$ cat src/rtl/result_select_unit.sv
// -----------------------------------------------------------------------------
// result_select_unit
//
// Writeback result selector for the MIPS ALU datapath. It picks the value to
// write back (ALU, shifter, HI or LO) from the 6-bit funct code and registers
// it with one cycle of latency. It also owns the HI/LO pair, which the divider
// loads when it completes. An MFHI/MFLO issued while a divide is still in
// flight is held in WAIT_HILO until the divider finishes. The result is then
// taken straight from the divider outputs.
//
// Parameters
//   WIDTH       datapath width of every data input, HI/LO and data_out
//   HILO_RESET  value loaded into HI and LO on reset
//
// Ports
//   clk        clock; all state updates on the rising edge
//   reset      synchronous, active-high reset
//   in_valid   funct/operands valid this cycle
//   in_ready   unit can accept an operation this cycle
//   funct      6-bit operation code
//   alu_out    ALU result
//   shift_out  shifter result
//   div_busy   divider has an operation in flight
//   div_done   one-cycle pulse: div_quot/div_rem valid this cycle
//   div_quot   divider quotient (written to LO)
//   div_rem    divider remainder (written to HI)
//   out_valid  one-cycle pulse per produced result
//   data_out   registered result; holds its value while out_valid=0
//   bad_funct  pulses with out_valid for an unrecognised funct
//   hi_q       current HI register
//   lo_q       current LO register
// -----------------------------------------------------------------------------
module result_select_unit #(
  parameter int              WIDTH      = 32,
  parameter logic [WIDTH-1:0] HILO_RESET = '0
) (
  input  logic             clk,
  input  logic             reset,
  input  logic             in_valid,
  output logic             in_ready,
  input  logic [5:0]       funct,
  input  logic [WIDTH-1:0] alu_out,
  input  logic [WIDTH-1:0] shift_out,
  input  logic             div_busy,
  input  logic             div_done,
  input  logic [WIDTH-1:0] div_quot,
  input  logic [WIDTH-1:0] div_rem,
  output logic             out_valid,
  output logic [WIDTH-1:0] data_out,
  output logic             bad_funct,
  output logic [WIDTH-1:0] hi_q,
  output logic [WIDTH-1:0] lo_q
);

  typedef enum logic {
    IDLE      = 1'b0,
    WAIT_HILO = 1'b1
  } state_e;

  typedef enum logic [2:0] {
    OP_ALU  = 3'd0,
    OP_SHF  = 3'd1,
    OP_MFHI = 3'd2,
    OP_MFLO = 3'd3,
    OP_DIVU = 3'd4,
    OP_BAD  = 3'd5
  } op_e;

  function automatic op_e decode_funct(input logic [5:0] f);
    op_e op;
    case (f)
      6'b100100, 6'b100101, 6'b100000,
      6'b100010, 6'b101010:            op = OP_ALU;
      6'b000000, 6'b000010:            op = OP_SHF;
      6'b010000:                       op = OP_MFHI;
      6'b010010:                       op = OP_MFLO;
      6'b011011:                       op = OP_DIVU;
      default:                         op = OP_BAD;
    endcase
    return op;
  endfunction

  state_e           state_p1, state_nxt;
  logic             wait_hi_p1, wait_hi_nxt;
  logic             vld_p1, vld_nxt;
  logic             bad_p1, bad_nxt;
  logic [WIDTH-1:0] data_p1, data_nxt;
  logic [WIDTH-1:0] hi_p1, lo_p1;
  logic             accept_p0;
  op_e              op_p0;

  assign in_ready  = (state_p1 == IDLE);
  assign accept_p0 = in_valid && in_ready;
  assign op_p0     = decode_funct(funct);

  // ---- stage p0: decode, select, next-state --------------------------------
  always_comb begin
    state_nxt   = state_p1;
    wait_hi_nxt = wait_hi_p1;
    vld_nxt     = 1'b0;
    bad_nxt     = 1'b0;
    data_nxt    = data_p1;

    case (state_p1)
      IDLE: begin
        if (accept_p0) begin
          case (op_p0)
            OP_ALU: begin
              data_nxt = alu_out;
              vld_nxt  = 1'b1;
            end
            OP_SHF: begin
              data_nxt = shift_out;
              vld_nxt  = 1'b1;
            end
            OP_MFHI, OP_MFLO: begin
              // A completing divide is forwarded directly; HI/LO are only
              // written at this same edge, so reading them would be stale.
              if (div_done) begin
                data_nxt = (op_p0 == OP_MFHI) ? div_rem : div_quot;
                vld_nxt  = 1'b1;
              end else if (div_busy) begin
                state_nxt   = WAIT_HILO;
                wait_hi_nxt = (op_p0 == OP_MFHI);
              end else begin
                data_nxt = (op_p0 == OP_MFHI) ? hi_p1 : lo_p1;
                vld_nxt  = 1'b1;
              end
            end
            OP_DIVU: begin
              // Accepted silently; the divider itself tracks the operation.
            end
            default: begin
              data_nxt = '0;
              vld_nxt  = 1'b1;
              bad_nxt  = 1'b1;
            end
          endcase
        end
      end

      WAIT_HILO: begin
        if (div_done) begin
          data_nxt  = wait_hi_p1 ? div_rem : div_quot;
          vld_nxt   = 1'b1;
          state_nxt = IDLE;
        end
      end

      default: state_nxt = IDLE;
    endcase
  end

  // ---- stage p1: registered control and result -----------------------------
  always_ff @(posedge clk) begin
    if (reset) begin
      state_p1   <= IDLE;
      wait_hi_p1 <= 1'b0;
      vld_p1     <= 1'b0;
      bad_p1     <= 1'b0;
      data_p1    <= '0;
    end else begin
      state_p1   <= state_nxt;
      wait_hi_p1 <= wait_hi_nxt;
      vld_p1     <= vld_nxt;
      bad_p1     <= bad_nxt;
      data_p1    <= data_nxt;
    end
  end

  always_ff @(posedge clk) begin
    if (reset) begin
      hi_p1 <= HILO_RESET;
      lo_p1 <= HILO_RESET;
    end else if (div_done) begin
      hi_p1 <= div_rem;
      lo_p1 <= div_quot;
    end
  end

  assign out_valid = vld_p1;
  assign bad_funct = bad_p1;
  assign data_out  = data_p1;
  assign hi_q      = hi_p1;
  assign lo_q      = lo_p1;

endmodule

$ cat config.mk
export PLATFORM = sky130hd
export DESIGN_NAME = result_select_unit
export DESIGN_NICKNAME = d
export VERILOG_FILES = /design/src/rtl/result_select_unit.sv
export SDC_FILE = /design/constraint.sdc
export NUM_CORES = 1
export LEC_CHECK = 0
export ABC_AREA = 1
export BUFFER_PORTS_ARGS = -buffer_cell sky130_fd_sc_hd__buf_2
export CORE_ASPECT_RATIO = 1.5
export CORE_MARGIN = 8
export CORE_UTILIZATION = 40
export CTS_CLUSTER_DIAMETER = 40
export DETAILED_ROUTE_END_ITERATION = 12
export PLACE_DENSITY_LB_ADDON = 0.12
export SYNTH_ARGS = -nofsm -noshare
export SYNTH_HDL_FRONTEND = slang
export SYNTH_SLANG_ARGS = --single-unit
$ cat constraint.sdc
create_clock -name clk -period 3.67 [get_ports clk]
set_input_delay 0.5505 -clock clk [delete_from_list [all_inputs] [get_ports clk]]
set_output_delay 0.5505 -clock clk [all_outputs]
set_load 0.02 [all_outputs]
==> impl_metrics.json, run 1 <==
{
  "status": "finished, final reports clean",
  "numCtsBuffers": 9,
  "antenna_found_initial": 0,
  "clock_latency_ps": 340,
  "cpPeakStageDelay_ps": 600,
  "viasPerCell": 5.151,
  "min_delay_path_depth": 2,
  "area_delta_synth_final_pct": 26.80,
  "cts_tree": "yes",
  "clock_path_buffers": 2,
  "critPathCaptureType": "flip-flop",
  "start_util": 0.4091,
  "dieHeight_um": 160.1,
  "crit_fanout": 26,
  "fmax_mhz": 457.2,
  "wirelength_um": 21440,
  "worstPathArrival_ps": 2420,
  "ant_nets": 0,
  "worst_r2r_endpoint": "data_out[18]$_SDFFE_PP0P_",
  "setup_tns_ps": 0,
  "dpl.hpwl_um": 15150,
  "drt-pass1-iter-count": 5,
  "crit_chain": "buf_2 > nor2_2 > nand2_1 > nor2_4 > nand3_1 > nand3_1 > nand3_1 > nand2_1 > a21oi_1",
  "grt_overflow": 0,
  "power.density_nw_per_um2": 381.7,
  "max_slew_margin": 0.4521,
  "cts_hold_buf": 0,
  "worst_slew_pin_slew_ps": 820.9,
  "hold_path.class": "reg2reg",
  "first_global_vias": 6574,
  "drv_cap": 0,
  "placed_cells": 1231,
  "finalSetupViolCount": 0,
  "layout-drive-gt1-share": 0.2571,
  "ys_ff_latch": 100,
  "syn_area_um2": 5537,
  "clock-sinks": 100,
  "r2r_slack_ps": 1680,
  "yosysWarnings": 0,
  "slew_violations": 0,
  "cp_slowest_cell": "nor2_4",
  "vdd_drop_max_mv": 0.2045,
  "p_switching_uw": 800.7,
  "vias": 6423,
  "fin_crit_ps": 2187,
  "first_iter_violations": 336,
  "p_int_uw": 1879,
  "io_pins": 238,
  "start_kind": "input port",
  "seqPwrFrac": 0.441,
  "core_um2": 13530,
  "die_area_um2": 17940,
  "synth_fp_nets": 1023,
  "min_to": "lo_q[22]$_SDFFE_PP0P_",
  "cts_setup_buffers": 0,
  "leakage_uw": 0.003715,
  "ys_seq_area_frac": 0.3616,
  "worstRegToRegCells": 9,
  "worstHoldStart": "lo_q[22]$_SDFFE_PP0P_",
  "crit_top_cell": "nand3_1",
  "diodes": 0,
  "p_sw_frac": 0.2988,
  "hold_violations": 0,
  "htree_levels": 3,
  "ctsResizeCount": 0,
  "r2r_start": "state_p1$_SDFF_PP0_",
  "grtUsageTotal": 0.2372,
  "pwr-share-clk": 0.370,
  "post-route-period-util": 0.5959,
  "nFillCells": 1519,
  "startpoint": "funct[0]",
  "rsz0062_at_grt": "no",
  "grt_pass1_wl_um": 34070,
  "layout.nets": 1219,
  "pwr-share-comb": 0.189,
  "wl_per_cell_um": 17.19,
  "place.port_buffers": 237,
  "place_congestion": 0.8326,
  "cts-root-buf": "clkbuf_16",
  "critPathKind": "in2reg",
  "die_x_um": 112.1,
  "clock_skew_ps": 6.856,
  "syn_avg_cell_area_um2": 6.263,
  "row_count": 52,
  "drc": 0,
  "synthCells": 884,
  "crit_required_ps": 3900,
  "clkTransAtPathRegs_ps": 70,
  "final_cells": 1247,
  "grt_max_degree": 56,
  "ys_types": 22
}
[synth_stat cells]
cell        n  area [µm²]
a21boi_0    2       15.01
a21oi_1    93       465.5
buf_1       2       7.510
buf_2      17       85.08
buf_4       9       67.56
clkbuf_1   35       131.4
dfxtp_1   100        2002
inv_1      61       229.0
inv_2       7       26.28
mux2i_1    19       190.2
nand2_1   247       927.1
nand2_2     1       6.260
nand3_1    68       340.3
nand3_2     3       30.03
nand4_1    13       81.33
nor2_1    101       379.1
nor2_2      1       6.260
nor2_4      3       33.78
nor3_1      1       5.000
o21a_1      1       7.510
o21ai_0    65       325.3
o21ai_1    35       175.2
[metrics by stage]
step | cell area [µm²] | hold WS [ps] | setup slack [ps] | total power [µW] | util
after detailed placement | 6718 | 462.9 | 1143 | 1716 | 0.4964
final | 7020 | 471.6 | 1483 | 2680 | 0.5188
after CTS | 7020 | 474.3 | 1504 | 2702 | 0.5188
after global routing | 7020 | 499.8 | 1249 | 2802 | 0.5188
after floorplan | 5537 | 541.7 | 2100 | 1500 | -
after global placement | 6718 | 462.1 | 1192 | 1715 | 0.4964
[sequential cells by signal (all words and copies together), names as in the netlist]
name and count:
lo_q 32, wait_hi_p1 1, data_out 32, out_valid 1, bad_funct 1, hi_q 32, state_p1 1
[final cells by class]
type / count / area (µm²) / share of cell area
Sequential cell: 100 / 2003 / 0.2853
Clock buffer: 11 / 242.7 / 0.03457
Multi-Input combinational cell: 653 / 2988 / 0.4256
Tap cell: 162 / 202.7 / 0.02887
Timing Repair Buffer: 248 / 1269 / 0.1807
Clock inverter: 5 / 60.06 / 0.008555
Inverter: 68 / 255.2 / 0.03636
[critical path, delay by kind of cell]
kind	cells	cell delay (ps)
simple gates	7	1680
buf+inv	1	120
compound gates	1	60
[kinds of logic after synthesis]
| kind of cell | count (synthesis) | share of synthesized area |
|---|---|---|
| and+or+nand+nor | 438 | 0.3268 |
| DFF | 100 | 0.3616 |
| muxes | 19 | 0.03435 |
| buffers and inverters | 131 | 0.09876 |
| AOI/OAI and AO/OA | 196 | 0.1785 |
[worst max-delay path by stage]
stage                                endpoint  slack [ps]  depth (start not counted)
floorplan           data_out[10]$_SDFFE_PP0P_        2100                         11
global placement    data_out[17]$_SDFFE_PP0P_        1190                         11
detailed placement  data_out[17]$_SDFFE_PP0P_        1140                         11
CTS                 data_out[17]$_SDFFE_PP0P_        1500                         11
global route        data_out[10]$_SDFFE_PP0P_        1250                         11
finish               data_out[6]$_SDFFE_PP0P_        1480                          9
[layer usage]
layer / routed length (µm) / track usage / vias up / part of all wire
met5: 0 / 0 / - / 0
met4: 588 / 0.09242 / 0 / 0.027
met3: 1413 / 0.06116 / 35 / 0.066
met2: 11120 / 0.4410 / 209 / 0.52
met1: 8320 / 0.2477 / 2929 / 0.39
li1: - / - / 3250 / -
[power by group through the flow]
stage | clock (µW) | sequential (µW) | combinational (µW)
final | 991 | 1180 | 506
after global routing | 1050 | 1190 | 561
after CTS | 1010 | 1180 | 511
after detailed placement | 0 | 1210 | 509
after global placement | 0 | 1210 | 507
after floorplan | 0 | 1290 | 211
[cells in the final DEF (no fill, tap or decap), types with 2 or more instances in the layout]
cell	instances
o21ai_1	35
nand3_1	68
nor2_1	101
buf_2	237
a21oi_1	93
mux2i_1	19
nand3_2	3
clkbuf_16	9
inv_1	60
nand4_1	13
nand2_1	247
inv_2	7
buf_4	11
o21ai_0	65
a21boi_0	2
nor2_4	3
dfxtp_1	99
(Power assumes the default switching activity.)
==> run 2: changes to the inputs <==
clock period = 2.05 ns   (was 3.67 ns; I/O delays follow)
==> impl_metrics.json, run 2 (same netlist as run 1, synthesis figures left out) <==
{
  "status": "finished, final reports clean",
  "cpPeakStageDelay_ps": 370,
  "grt_max_degree": 56,
  "hold_slack_ps": 240.0,
  "drv_cap": 0,
  "worstPathArrival_ps": 1390,
  "seqPwrFrac": 0.436,
  "hold_path.class": "in2reg",
  "rsz0062_at_grt": "no",
  "start_util": 0.4091,
  "dpl.hpwl_um": 15540,
  "numCtsBuffers": 9,
  "antenna_found_initial": 1,
  "dieHeight_um": 160.1,
  "wl_per_cell_um": 16.95,
  "final_common_cell": "nand2_1",
  "ctsResizeCount": 0,
  "max_slew_margin": 0.6130,
  "drc": 0,
  "start_kind": "flip-flop",
  "area_delta_synth_final_pct": 29.67,
  "p_int_uw": 3366,
  "viasPerCell": 5.117,
  "cts-root-buf": "clkbuf_16",
  "layout-drive-gt1-share": 0.2675,
  "ant_nets": 0,
  "placed_cells": 1245,
  "layout.nets": 1233,
  "cts_hold_buf": 0,
  "wirelength_um": 21380,
  "final_cells": 1261,
  "fin_crit_ps": 1693,
  "vias": 6452,
  "final_cell_mix": "nand2_1 (247), buf_2 (237), nor2_1 (101)",
  "pwr-share-comb": 0.192,
  "clkTransAtPathRegs_ps": 80,
  "grt_pass1_wl_um": 33870,
  "grt_overflow": 0,
  "worst_slew_pin_slew_ps": 580.5,
  "cts_tree": "yes",
  "cts_setup_buffers": 0,
  "finalInstanceArea_um2": 7179,
  "hold_violations": 0,
  "grtUsageTotal": 0.2350,
  "fmax_mhz": 590.7,
  "crit_required_ps": 1740,
  "post_dp_cell_area_um2": 6873,
  "post-route-period-util": 0.8258,
  "crit_chain": "inv_2 > buf_4 > buf_2",
  "io_pins": 238,
  "clock_latency_ps": 350,
  "pwr-share-clk": 0.372,
  "clock_path_buffers": 2,
  "critPathKind": "reg2out",
  "p_switching_uw": 1487,
  "clock_skew_ps": 9.014,
  "setup_tns_ps": 0,
  "finalSetupViolCount": 0,
  "diodes": 0,
  "place_congestion": 0.8248,
  "leakage_uw": 0.003808,
  "critPathCaptureType": "output port",
  "p_sw_frac": 0.3064,
  "die_area_um2": 17940,
  "htree_levels": 3,
  "first_global_vias": 6514,
  "slew_violations": 0,
  "first_iter_violations": 308,
  "power.density_nw_per_um2": 675.9,
  "core_um2": 13530,
  "power_uw": 4852,
  "drt-pass1-iter-count": 5,
  "row_count": 52,
  "die_x_um": 112.1,
  "clock-sinks": 100,
  "crit_fanout": 34,
  "place.port_buffers": 237,
  "vdd_drop_max_mv": 0.4691,
  "cp_slowest_cell": "buf_4"
}
==> run 2: power groups by stage <==
stage / Clock (µW) / Combinational, µW / Sequential, µW
after floorplan: 0 / 379 / 2310
after global placement: 0 / 936 / 2160
after detailed placement: 0 / 936 / 2160
after global routing: 1900 / 1020 / 2130
after CTS: 1830 / 939 / 2120
final: 1810 / 931 / 2120
==> run 2: cell type report <==
class | instances | area [µm²]
Tap cell | 162 | 202.7
Fill cell | 1512 | 6354
Multi-Input combinational cell | 653 | 2988
Clock buffer | 9 | 225.2
Sequential cell | 100 | 2003
Timing Repair Buffer | 262 | 1424
Inverter | 68 | 255.2
Clock inverter | 7 | 81.33
==> run 2: layer usage <==
metal  up-vias  routed length [µm]  track usage
met5         -                  13            0
met4         2                 470      0.08626
met3        31                1444      0.05549
met2       224               11130       0.4377
met1      2909                8321       0.2498
li1       3286                   -            -
==> run 2: worst paths after layout <==
kind / from / to / slack (ps) / depth (start not counted)
min: div_quot[9] / lo_q[9]$_SDFFE_PP0P_ / 240 / 3
max: state_p1$_SDFF_PP0_ / in_ready / 360 / 3
max reg2reg: state_p1$_SDFF_PP0_ / data_out[31]$_SDFFE_PP0P_ / 590 / 9
min reg2reg: hi_q[19]$_SDFFE_PP0P_ / hi_q[19]$_SDFFE_PP0P_ / 470 / 2
==> run 2: through the flow <==
step	utilization	worst slack [ps]
after detailed placement	0.5079	202.0
final	0.5305	357.0
after global routing	0.5305	280.2
after floorplan	-	723.1
after CTS	0.5305	337.2
after global placement	0.5079	260.2
==> run 2: critical path: cells and delay by family (launching register included) <==
kind	cells	cell delay, ps
buf+inv	3	680
flops	1	340
==> run 3: changes to the inputs <==
clock period = 1.5 ns   (was 2.05 ns; I/O delays follow)
==> impl_metrics.json, run 3 (same netlist as run 1, synthesis figures left out) <==
{
  "status": "finished, final reports clean",
  "place_congestion": 0.8615,
  "first_iter_violations": 285,
  "cpPeakStageDelay_ps": 340,
  "leakage_uw": 0.003922,
  "die_area_um2": 17940,
  "worstPathArrival_ps": 1200,
  "grt_overflow": 0,
  "grtUsageTotal": 0.2320,
  "cts-root-buf": "clkbuf_16",
  "final_common_cell": "nand2_1",
  "finalSetupViolCount": 0,
  "cp_slowest_cell": "dfxtp_2",
  "crit_chain": "inv_2 > buf_12 > buf_2",
  "cts_tree": "yes",
  "vias": 6531,
  "hold_path.class": "in2reg",
  "viasPerCell": 5.122,
  "post_dp_cell_area_um2": 7088,
  "crit_required_ps": 1270,
  "regArea_um2": 2004,
  "htree_levels": 3,
  "post-route-period-util": 0.9473,
  "worst_slew_pin_slew_ps": 310.1,
  "layout.nets": 1245,
  "power.density_nw_per_um2": 905.6,
  "vdd_drop_max_mv": 0.5069,
  "layout-drive-gt1-share": 0.2763,
  "hold_violations": 0,
  "start_util": 0.4091,
  "max_slew_margin": 0.7933,
  "area_delta_synth_final_pct": 34.12,
  "fmax_mhz": 703.8,
  "final_cell_mix": "nand2_1 (247), buf_2 (237), nor2_1 (101)",
  "grt_pass1_wl_um": 33330,
  "clock-sinks": 100,
  "die_x_um": 112.1,
  "critPathCaptureType": "output port",
  "multi_input_area_um2": 2988,
  "clock_path_buffers": 2,
  "first_global_vias": 6466,
  "critPathKind": "reg2out",
  "clock_skew_ps": 6.283,
  "core_um2": 13530,
  "drv_cap": 0,
  "nFillCells": 1471,
  "slew_violations": 0,
  "place.port_buffers": 237,
  "row_count": 52,
  "numCtsBuffers": 9,
  "io_pins": 238,
  "setup_tns_ps": 0,
  "ant_nets": 0,
  "wl_per_cell_um": 16.89,
  "dpl.hpwl_um": 16010,
  "finalInstanceArea_um2": 7426,
  "wirelength_um": 21530,
  "start_kind": "flip-flop",
  "dieHeight_um": 160.1,
  "clock_latency_ps": 350,
  "grt_max_degree": 57,
  "drt-pass1-iter-count": 5,
  "fin_crit_ps": 1421,
  "clkTransAtPathRegs_ps": 70,
  "crit_fanout": 34,
  "cts_setup_buffers": 0,
  "drc": 0,
  "antenna_found_initial": 0,
  "rsz0062_at_grt": "no"
}
-- run 3: changes by cell type in the layout (fill, tap and decap cells not counted), moves of 2 or more --
cell	before	now
diode_2	0	2
buf_12	4	15
clkinv_4	2	0
inv_6	2	4
-- run 3: stage by stage --
step	cells	power [µW]	hold slack (ps)	utilization	setup WS (ps)
3_5_place_dp	1257	4276	457.2	0.5238	1.730
6_report	1275	6725	156.9	0.5487	79.10
5_1_grt	1273	7004	163.1	0.5484	20.21
2_1_floorplan	884	3670	392.4	-	210.7
3_3_place_gp	1257	4270	455.4	0.5238	30.62
4_1_cts	1273	6781	153.0	0.5474	20.53
-- run 3: report_power, final --
group | leakage [µW] | switching (µW) | internal (µW)
clock network | 0.000155 | 1170 | 1340
registers | 0.000827 | 82.0 | 2820
logic | 0.00294 | 819 | 497
-- run 3: worst paths after layout --
path / depth (start not counted) / endpoint / slack (ps) / start
worst max-delay path: 3 / in_ready / 80 / state_p1$_SDFF_PP0_
worst min register to register: 2 / hi_q[20]$_SDFFE_PP0P_ / 470 / hi_q[20]$_SDFFE_PP0P_
worst max register to register: 9 / data_out[20]$_SDFFE_PP0P_ / 130 / state_p1$_SDFF_PP0_
worst min-delay path: 3 / lo_q[7]$_SDFFE_PP0P_ / 160 / div_quot[7]
-- run 3: final cells by class --
class	instances	share of cell area
Inverter	68	0.03471
Multi-Input combinational cell	653	0.4024
Clock inverter	7	0.01179
Sequential cell	100	0.2699
Antenna cell	2	0.0006740
Timing Repair Buffer	274	0.2229
Clock buffer	9	0.03033
Tap cell	162	0.02730
-- run 3: critical path: cells and delay by family (launching register included) --
kind / cells / cell delay, ps
buffers and inverters: 3 / 480
DFF: 1 / 340
-- run 3: what timing repair did --
action | 4_1_cts | 5_1_grt
setup endpoints to repair | 1 | 13
pin swaps | 0 | 0
hold buffers | 0 | 0
resized for setup | 2 | 4
-- run 3: routing by layer --
metal | wire [µm] | track usage | vias up
met2 | 11170 | 0.4266 | 217
met5 | 0 | 0 | -
met1 | 8315 | 0.2415 | 2961
met3 | 1331 | 0.05361 | 47
li1 | - | - | 3306
met4 | 719 | 0.1128 | 0
